<file path="src/rtl/fp_vec_packer.sv">
// fp_vec_packer: gathers a serial FP32 stream into N-lane vectors for the
// adder tree and runs a metadata delay line so valid/last/lane-count line up
// with the tree's sum output TREE_LAT cycles later.
// Optional build macro FP_VEC_PACKER_SPECIAL_FLAG_EN adds vec_special and
// sum_special, flagging vectors with any real Inf/NaN lane.
module fp_vec_packer #(
   parameter int N        = 8,
   parameter int TREE_LAT = 3,
   parameter int CNT_W    = $clog2(N) + 1
) (
   input  logic             clk,
   input  logic             rst_n,
   input  logic             s_valid,
   output logic             s_ready,
   input  logic [31:0]      s_data,
   input  logic             s_last,
   output logic [31:0]      vec_data [0:N-1],
   output logic             vec_valid,
   output logic             vec_last,
   output logic [CNT_W-1:0] vec_lanes,
   output logic             sum_valid,
   output logic             sum_last,
`ifdef FP_VEC_PACKER_SPECIAL_FLAG_EN
   output logic [CNT_W-1:0] sum_lanes,
   output logic             vec_special,
   output logic             sum_special
`else
   output logic [CNT_W-1:0] sum_lanes
`endif
);

`ifdef FP_VEC_PACKER_SPECIAL_FLAG_EN
   localparam int META_W = CNT_W + 3;
`else
   localparam int META_W = CNT_W + 2;
`endif

   typedef enum logic {EMPTY, FILLING} state_t;

   state_t           state;
   state_t           state_next;
   logic [CNT_W-1:0] cnt;
   logic [CNT_W-1:0] cnt_next;
   logic [CNT_W-1:0] fill_count;
   logic             accept;
   logic             issue;
   logic [31:0]      gather     [0:N-1];
   logic [31:0]      lanes_next [0:N-1];
   logic [META_W-1:0] meta_in;
   logic [META_W-1:0] dly [0:TREE_LAT-1];
`ifdef FP_VEC_PACKER_SPECIAL_FLAG_EN
   logic             special_next;
`endif

   // State register: fill state and the count of lanes already gathered.
   always_ff @(posedge clk or negedge rst_n) begin
      if (!rst_n) begin
         state <= EMPTY;
         cnt   <= '0;
      end else begin
         state <= state_next;
         cnt   <= cnt_next;
      end
   end

   // Next state: an issue empties the buffer, a plain accept keeps filling.
   always_comb begin
      state_next = state;
      cnt_next   = cnt;
      if (issue) begin
         state_next = EMPTY;
         cnt_next   = '0;
      end else if (accept) begin
         state_next = FILLING;
         cnt_next   = fill_count;
      end
   end

   // Output decode: handshake, issue decision and the zero-padded vector to issue.
   always_comb begin
      accept     = s_valid && s_ready;
      fill_count = cnt + CNT_W'(1);
      issue      = accept && (s_last || (fill_count == CNT_W'(N)));
      for (int i = 0; i < N; i++) begin
         lanes_next[i] = 32'h0;
         if (CNT_W'(i) < cnt) begin
            lanes_next[i] = gather[i];
         end else if (CNT_W'(i) == cnt) begin
            lanes_next[i] = s_data;
         end
      end
   end

`ifdef FP_VEC_PACKER_SPECIAL_FLAG_EN
   // Special detect: any real lane with an all-ones exponent (Inf or NaN).
   always_comb begin
      special_next = 1'b0;
      for (int i = 0; i < N; i++) begin
         if ((CNT_W'(i) < fill_count) && (lanes_next[i][30:23] == 8'hFF)) begin
            special_next = 1'b1;
         end
      end
   end
`endif

   // Ready comes up one edge after reset release and stays up; the tree never stalls.
   always_ff @(posedge clk or negedge rst_n) begin
      if (!rst_n) begin
         s_ready <= 1'b0;
      end else begin
         s_ready <= 1'b1;
      end
   end

   // Gather buffer: each accepted element lands in the lane selected by cnt.
   always_ff @(posedge clk or negedge rst_n) begin
      if (!rst_n) begin
         for (int i = 0; i < N; i++) begin
            gather[i] <= 32'h0;
         end
      end else begin
         for (int i = 0; i < N; i++) begin
            if (accept && (CNT_W'(i) == cnt)) begin
               gather[i] <= s_data;
            end
         end
      end
   end

   // Issue register: vector and its tags are captured on issue and held until the next one.
   always_ff @(posedge clk or negedge rst_n) begin
      if (!rst_n) begin
         vec_valid <= 1'b0;
         vec_last  <= 1'b0;
         vec_lanes <= '0;
`ifdef FP_VEC_PACKER_SPECIAL_FLAG_EN
         vec_special <= 1'b0;
`endif
         for (int i = 0; i < N; i++) begin
            vec_data[i] <= 32'h0;
         end
      end else begin
         vec_valid <= issue;
         if (issue) begin
            vec_last  <= s_last;
            vec_lanes <= fill_count;
`ifdef FP_VEC_PACKER_SPECIAL_FLAG_EN
            vec_special <= special_next;
`endif
            for (int i = 0; i < N; i++) begin
               vec_data[i] <= lanes_next[i];
            end
         end
      end
   end

   // Metadata is masked by vec_valid so idle delay stages carry all zeros.
`ifdef FP_VEC_PACKER_SPECIAL_FLAG_EN
   assign meta_in = {vec_valid, vec_valid & vec_last,
                     vec_lanes & {CNT_W{vec_valid}}, vec_valid & vec_special};
`else
   assign meta_in = {vec_valid, vec_valid & vec_last,
                     vec_lanes & {CNT_W{vec_valid}}};
`endif

   // Delay line: shifts every cycle so metadata tracks the tree's pipeline.
   always_ff @(posedge clk or negedge rst_n) begin
      if (!rst_n) begin
         for (int i = 0; i < TREE_LAT; i++) begin
            dly[i] <= '0;
         end
      end else begin
         dly[0] <= meta_in;
         for (int i = 1; i < TREE_LAT; i++) begin
            dly[i] <= dly[i-1];
         end
      end
   end

`ifdef FP_VEC_PACKER_SPECIAL_FLAG_EN
   assign {sum_valid, sum_last, sum_lanes, sum_special} = dly[TREE_LAT-1];
`else
   assign {sum_valid, sum_last, sum_lanes} = dly[TREE_LAT-1];
`endif

endmodule

</file>
<file path="config.mk">
export PLATFORM = sky130hd
export DESIGN_NAME = fp_vec_packer
export DESIGN_NICKNAME = d
export VERILOG_FILES = /design/src/rtl/fp_vec_packer.sv
export SDC_FILE = /design/constraint.sdc
export NUM_CORES = 1
export LEC_CHECK = 0
export ABC_AREA = 1
export CORE_MARGIN = 5
export CORE_UTILIZATION = 55
export CTS_CLUSTER_DIAMETER = 120
export DETAILED_ROUTE_END_ITERATION = 10
export PLACE_DENSITY_LB_ADDON = 0.25
export REMOVE_ABC_BUFFERS = 1
export SLEW_MARGIN = 15
export SYNTH_ARGS = -nofsm -noshare
export SYNTH_HDL_FRONTEND = slang
export SYNTH_SLANG_ARGS = --single-unit
</file>
<file path="constraint.sdc">
create_clock -name clk -period 2.5 [get_ports clk]
set_input_delay 0.75 -clock clk [delete_from_list [all_inputs] [get_ports clk]]
set_output_delay 0.75 -clock clk [all_outputs]
set_load 0.02 [all_outputs]
</file>
==> summary by stage, run 1 <==
Run status
The flow ran to the end, and the final reports show no timing, DRC or antenna violations.

Synth
By area, the combinational part of the netlist is dominated by simple AND/OR/NAND/NOR gates. Sorting the synthesized cells by area gives the leading types as sky130_fd_sc_hd__dfrtp_1 (58%), sky130_fd_sc_hd__nand2_1 (17%), sky130_fd_sc_hd__o21ai_0 (11%). The combined area of all synthesized cells is 23190 um^2. Of the total synthesized cell area, the portion taken by full adders, half adders and majority gates is 0.2158%. During synthesis, Yosys emitted a total of 0 warnings. The most used flip-flop cell after synthesis is sky130_fd_sc_hd__dfrtp_1. The instance count of the mapped netlist is 2756. The share of synthesized area spent on multiplexers is 0%. The most area-hungry cell type in the Yosys netlist is sky130_fd_sc_hd__dfrtp_1. The simple-gate share of the synthesized area is 23.52%.

The number of different library cells used by synthesis comes to 23. Synthesis inferred 541 register bits. The number of enable flip-flop cells after synthesis is 0.

The most common cell in the synthesized netlist is sky130_fd_sc_hd__nand2_1. The synthesized netlist devotes 12.05% of its cell area to compound gates. Summing the areas of all xor and xnor instances in the mapped netlist gives 0% of the synthesized area. The share of the synthesized area in the top cell type is 58.37%. Sequential cells were found to cover 58.37% of the synthesized design area. In the synthesized netlist, the cells that appear most often are sky130_fd_sc_hd__nand2_1 (1062), sky130_fd_sc_hd__dfrtp_1 (541), sky130_fd_sc_hd__o21ai_0 (517), sky130_fd_sc_hd__nand3_1 (271), sky130_fd_sc_hd__clkbuf_1 (146). Each instance of the synthesized netlist takes up on average 8.415 um^2. The proportion of register bits with asynchronous set or reset after synthesis is 100.0%.

Worst setup path
The family with the most delay on the worst path is buffers and inverters. The launch instance of the worst register-to-register path is cnt[1]. The critical path goes through clkdlybuf4s50_1.

The maximum fanout along the worst path is 2. Data on the critical path arrives at its endpoint at 1.67 ns. At the worst endpoint, the required time is 1.75 ns. Setup slack on the worst reg-to-reg path comes out at 0.24 ns. The count of cells along the worst register-to-register path is 9.

The setup path with the least slack is of type flip-flop to output port. The worst setup path is launched from a flip-flop. Together, buffers and inverters on the worst path number 1. The critical path's largest stage delay is 0.71 ns. The slowest stage of the critical path belongs to the cell sky130_fd_sc_hd__clkdlybuf4s50_1. The capture point of the worst reg-to-reg path is vec_data[202]. STA classifies the critical path endpoint as an output port.

Die
Row generation in the floorplan step produced 75 rows. The die is 215.3 um wide. For this design the top-level I/O count stands at 305. The core area is 41850 um^2. The starting density of the core is 55.41%. The y dimension of the die is 215.3 um. The die covers 46370 um^2.

GRT
For met2 alone, demand over resource in global routing was 48.36%. The via count of the first global-routing pass is 20720. The number of antenna violations at the first check in global routing is 4. The global-route wire length before repair is 113000 um. The pin count of the biggest net entering global routing is 78.

Global routing finished with a remaining overflow of 0. The most utilized layer in the global route result is met2. In the global route stage, met1 resource usage came out at 41.70%. The met3 track utilization from global routing is 5.122%.

In the global route stage, overall resource usage came out at 30.24%.

Pwr
The cell internal power dissipation is 21460 uW. Combinational logic burns 35.0% of the power. The register share of total power is 40.5%. The clock network is responsible for 24.5% of the overall power. The total power is 33950 uW.

Power spread over the standard cell area amounts to 1171 nW/um^2. The leakage power is 0.01412 uW. The worst ir drop on vdd is 788.6 uV. The power dissipated by switching net loads is 12480 uW. Net switching is 36.78% of the power.

Clock tree
The clock net sink count is 541. At the later pin of the worst-skew pair, clock insertion delay measures 0.60 ns. The clock transition at the register clock pins on the worst setup and hold paths after CTS is 0.06 ns.

In this run, post-CTS hold repair placed 0 buffers. The number of cells upsized or downsized after cts is 0. The post-CTS setup buffer count is 0. The H-tree depth reported by CTS is 2. The worst-case clock buffer depth is 3. The clock root buffer master is sky130_fd_sc_hd__clkbuf_16. Buffers inserted during clock tree synthesis total 55. TritonCTS built the clock tree.

Route
Dividing the detail-routed wire length by the instance count gives 19.88 um. The count of TritonRoute iterations in the first routing pass is 6. The detailed-route wire length is 70800 um. Dividing the detail-routed via count by the number of cells gives 5.784. The detailed-route DRC error count is 0. The violation count after the first detailed-route iteration is 2189. The antenna violation net count after detailed routing is 0. The detailed router placed 20600 vias in this run.

STA
The worst clock skew is 0.009929 ns. Setup repair after global routing left no endpoint under its margin. For this run, the top clock speed supported by timing is 0.4140 GHz. The total count of max-transition violations in the final report was 0.

The share of the clock period used by the worst path after layout is 96.62%. The remaining max-slew budget at the tightest pin is 58.60%. The total setup violations reported at the end of the flow is 0.

The total count of hold-check failures in the final report is 0. For the pin with the worst max-slew slack, the measured transition is 0.6210 ns. Subtracting the final worst setup slack from the clock period gives 2.415 ns.

Place
The congestion estimate from routability-driven global placement came to 0.8245. The number of port buffers is 304. The total placed cells including tap cells is 3462.

The wire-length estimate of the detail-placed layout is 45250 um.

Job
The max-capacitance violation count is 0.

Finish
The final net count is 3020. Relative to the synthesized area, the layout overhead comes to 25.04%. The layout filler cell count is 3216. The fraction of final layout cells with drive strength greater than 1 is 7.119%. The final cell count without fillers is 3562.

Worst hold path
In this run the worst hold path is classified as input pin to asynchronous set/reset pin.
worst max path at each step:
stage / slack (ns) / depth (start not counted) / to / from
2_1_floorplan: -5.03 / 6 / vec_data[0] / s_valid
3_3_place_gp: 0.04 / 8 / vec_data[235] / s_valid
3_5_place_dp: 0.04 / 8 / vec_data[140] / s_valid
4_1_cts: 0.03 / 1 / vec_valid / vec_valid
5_1_grt: 0.04 / 1 / vec_data[180] / vec_data[180]
6_report: 0.08 / 1 / vec_data[60] / vec_data[60]
kinds of logic after synthesis:
| kind of cell | Yosys count |
|---|---|
| adder cells (fa/ha/maj) | 4 |
| flip-flops | 541 |
| buffers and inverters | 307 |
| other | 1 |
| AND/OR/NAND/NOR | 1351 |
| AO/OA/AOI/OAI | 552 |
state kept, by name (all words and copies together) (netlist names):
register	flops
dly	12
gather	256
s_ready	1
vec_last	1
cnt	4
sum_last	1
vec_lanes	4
vec_data	256
sum_valid	1
sum_lanes	4
vec_valid	1
layout by cell type, fill, tap and decap left out, types with 2 or more instances in the layout:
| cell type | count |
|---|---|
| sky130_fd_sc_hd__a21oi_1 | 2 |
| sky130_fd_sc_hd__buf_12 | 37 |
| sky130_fd_sc_hd__buf_4 | 57 |
| sky130_fd_sc_hd__bufinv_16 | 4 |
| sky130_fd_sc_hd__clkbuf_1 | 13 |
| sky130_fd_sc_hd__clkbuf_16 | 57 |
| sky130_fd_sc_hd__clkbuf_8 | 12 |
| sky130_fd_sc_hd__clkdlybuf4s50_1 | 302 |
| sky130_fd_sc_hd__clkinv_2 | 7 |
| sky130_fd_sc_hd__clkinvlp_4 | 3 |
| sky130_fd_sc_hd__dfrtp_1 | 540 |
| sky130_fd_sc_hd__diode_2 | 3 |
| sky130_fd_sc_hd__ha_1 | 3 |
| sky130_fd_sc_hd__inv_1 | 66 |
| sky130_fd_sc_hd__inv_2 | 9 |
| sky130_fd_sc_hd__nand2_1 | 1055 |
| sky130_fd_sc_hd__nand2_2 | 9 |
| sky130_fd_sc_hd__nand2_4 | 2 |
| sky130_fd_sc_hd__nand2_8 | 2 |
| sky130_fd_sc_hd__nand3_1 | 266 |
| sky130_fd_sc_hd__nand3_4 | 5 |
| sky130_fd_sc_hd__nor2_1 | 5 |
| sky130_fd_sc_hd__nor2_4 | 4 |
| sky130_fd_sc_hd__o21ai_0 | 517 |
| sky130_fd_sc_hd__o21ai_1 | 7 |
| sky130_fd_sc_hd__o22ai_1 | 25 |
power by group through the flow:
stage | Combinational (uW) | Sequential [uW] | Clock, uW
floorplan | 4530 | 15000 | 0
global placement | 11500 | 13700 | 0
detailed placement | 11800 | 13800 | 0
CTS | 11900 | 13700 | 8420
global route | 13000 | 14100 | 8790
finish | 11900 | 13700 | 8330
cell type report:
type                    count  area, um^2  share of cell area [%]
clock buffers              82        1640                   5.656
flip-flops and latches    541       13540                   46.69
clock inverters            15       186.4                  0.6429
multi-input cells        1908        8447                   29.13
inverters                  76       285.3                  0.9837
well taps                 539       674.4                   2.326
repair buffers            398        4219                   14.55
diodes                      3       7.507                 0.02589
per-layer routing:
layer | part of all wire (%) | wire [um]
met1 | 41 | 29120
met2 | 47 | 33390
met3 | 8.1 | 5712
met4 | 3.6 | 2566
met5 | 0.021 | 15
per-stage QoR:
stage | setup slack [ns] | utilization, % | TNS [ns] | hold slack (ns) | area [um^2]
3_5_place_dp | 0.04067 | 64.90 | 0 | 0.3347 | 27160
6_report | 0.08455 | 69.29 | 0 | 0.08689 | 29000
2_1_floorplan | -5.030 | - | -1526.22 | 0.3312 | 22130
4_1_cts | 0.02508 | 69.26 | 0 | 0.07230 | 28990
5_1_grt | 0.03931 | 69.29 | 0 | 0.09704 | 29000
3_3_place_gp | 0.04086 | 64.90 | 0 | 0.3333 | 27160
Note: power is estimated with default switching activity, not from simulation.
==> inputs of run 2 (changes only) <==
- REMOVE_ABC_BUFFERS: 1 -> unset
==> summary by stage, run 2 (same netlist as run 1, synthesis figures left out) <==
Route
The detailed-route wire length is 75210 um (was 70800 um). The average wire per standard cell was 20.85 um (was 19.88 um). The per-cell via count in the routed design is 5.847 (was 5.784). The total number of vias is 21090 (was 20600). The violation count after the first detailed-route iteration was 2631 (was 2189). The antenna violation net count after detailed routing is 0 (unchanged). The detailed-route DRC error count is 0 (unchanged). The count of TritonRoute iterations in the first routing pass was 5 (was 6).

Worst setup path
The slowest cell on the critical path was sky130_fd_sc_hd__clkdlybuf4s50_1 (unchanged). The maximum fanout along the worst path is 3 (was 2). The flop-to-flop setup slack is 0.27 ns (was 0.24 ns). The critical path required time is 1.75 ns (about the same). The sort of element at the start of the critical path is a flip-flop (unchanged). The critical path endpoint category is an output port (unchanged).

Cell Chain, Critical Path: clkdlybuf4s50_1 (unchanged). The total buffers and inverters traversed by the critical path is 1 (unchanged). The launching element of the worst setup path is vec_lanes[1] (was vec_data[60]).

The type of the worst setup path is flip-flop to output port (unchanged). The data arrival time of the worst path is 1.68 ns (was 1.67 ns). The launch instance of the worst register-to-register path is cnt[0] (was cnt[1]).

The family with the most delay on the worst path is buffers and inverters (unchanged). The critical path's largest stage delay is 0.64 ns (was 0.71 ns).

GRT
The global routing usage summed across all routing layers is 32.00% (was 30.24%). The via count of the first global-routing pass is 20730 (was 20720). The number of antenna violations at the first check in global routing came to 3 (was 4). The overflow left after global routing is 0 (unchanged).

The global-route wire length before repair is 118400 um (was 113000 um). The pin count of the biggest net entering global routing is 123 (was 78).

Run status
Result of the run: finished clean (unchanged).

STA
The transition at the pin with the smallest max-transition slack is 0.8380 ns (was 0.6210 ns). The total setup violations reported at the end of the flow is 0 (unchanged). The remaining max-slew budget at the tightest pin is 44.07% (was 58.60%).

Setup repair after global routing missed its margin: false (unchanged). The worst clock skew is 0.01901 ns (was 0.009929 ns). The upper clock frequency limit is 0.4121 GHz (was 0.4140 GHz). The total count of hold-check failures in the final report is 0 (unchanged). The total count of max-transition violations in the final report is 0 (unchanged). The accumulated negative setup slack is 0 ns (unchanged). The share of the clock period used by the worst path after layout was 97.06% (was 96.62%). The clock period minus final worst setup slack was 2.427 ns (was 2.415 ns).

Clock tree
The clock root buffer master is sky130_fd_sc_hd__clkbuf_16 (unchanged). The clock net sink count is 541 (unchanged). The number of buffers created by CTS was 52 (was 55). The H-tree depth reported by CTS is 2 (unchanged).

The clock transition at the register clock pins on the worst setup and hold paths after CTS is 0.06 ns (about the same). The CTS tree is done (unchanged). The clock latency at the later pin of the worst-skew pair is 0.60 ns (about the same).

The worst-case clock buffer depth is 3 (unchanged).

Finish
The layout overhead on the synthesized area is 26.55% (was 25.04%). The commonest non-fill, non-tap cell in the layout was sky130_fd_sc_hd__nand2_1 (unchanged). Leading registers by flop count: gather: 256 flops, vec_data: 256 flops, dly: 12 flops (unchanged). The layout filler cell count is 3145 (was 3216). The final standard cell area without fillers is 29350 um^2 (was 29000 um^2).

The final net count is 3065 (was 3020). The fraction of final layout cells with drive strength greater than 1 is 8.382% (was 7.119%). Commonest non-fill, non-tap cells in the layout: sky130_fd_sc_hd__nand2_1 (1057), sky130_fd_sc_hd__dfrtp_1 (540), sky130_fd_sc_hd__o21ai_0 (517) (was sky130_fd_sc_hd__nand2_1 (1055), sky130_fd_sc_hd__dfrtp_1 (540), sky130_fd_sc_hd__o21ai_0 (517)).

Die
The y dimension of the die is 215.3 um (unchanged). The number of top-level pins is 305 (unchanged). The total number of placement rows is 75 (unchanged). The die outline area is 46370 um^2 (unchanged).

The width of the chip was 215.3 um (unchanged). The core area is 41850 um^2 (unchanged). The starting density of the core is 55.41% (unchanged).

Pwr
The worst ir drop on vdd is 702.9 uV (was 788.6 uV). The leakage power is 0.01435 uW (was 0.01412 uW). The power per unit of standard cell area is 1151 nW/um^2 (was 1171 nW/um^2).

Place
The half-perimeter wire length after detailed placement is 50170 um (was 45250 um). The final weighted congestion in routability-driven placement came to 0.8883 (was 0.8245). The cell area reported after detailed placement is 27570 um^2 (was 27160 um^2). The number of port buffers is 304 (unchanged).

Job
The max-capacitance violation count is 0 (unchanged).

Synth
The number of nets in the synthesized netlist is 2796.

Worst hold path
The kind of path behind the tightest hold check is input pin to asynchronous set/reset pin (unchanged).
## run 2: where the power goes
part	total [uW]	switching [uW]	internal (uW)
combinational	11700	7010	4690
sequential	13800	1940	11900
clock	8250	3400	4850
## run 2: routing by layer
| metal | global-route usage, % | routed length (um) | up-vias |
|---|---|---|---|
| li1 | - | - | 9476 |
| met1 | 43.88 | 30020 | 10290 |
| met2 | 49.28 | 34650 | 1119 |
| met4 | 13.72 | 3468 | 0 |
| met3 | 7.754 | 7072 | 205 |
| met5 | 0 | 0 | - |
## run 2: layout make-up
class                           count  area (um^2)  share of cell area (%)
Inverter                           76        285.3                  0.9720
Antenna cell                        2        5.005                 0.01705
Tap cell                          539        674.4                   2.298
Multi-Input combinational cell   1908         8384                   28.57
Clock buffer                       74         1485                   5.060
Clock inverter                     21        287.8                  0.9805
Sequential cell                   541        13540                   46.13
Timing Repair Buffer              446         4690                   15.98
## run 2: worst paths after layout
| path | end | cells past startpoint |
|---|---|---|
| worst max-delay path | vec_lanes[1] | 1 |
| worst min-delay path | sum_valid | 1 |
| worst max register to register | vec_data[142] | 10 |
| worst min register to register | dly[6] | 0 |
| max in group asynchronous | vec_data[234] | 3 |
| min in group clk | dly[6] | 0 |
## run 2: through the flow
step	utilization, %	cells	setup WS [ns]	total power [uW]	hold slack (ns)
after detailed placement	65.87	3510	0.06165	25430	0.3355
after global routing	70.12	3605	0.04209	35630	0.08597
after global placement	65.87	3510	0.08961	25040	0.3326
after CTS	70.10	3605	0.04209	33800	0.07571
after floorplan	-	2756	0.6613	19870	0.3312
final	70.13	3607	0.07341	33780	0.07385
## run 2: what timing repair did
item | in CTS | in global routing
gates resized for setup | 0 | 1
setup endpoints to repair | 0 | 6
buffers inserted | 0 | 0
hold endpoints to repair | 0 | 0
hold buffers | 0 | 0
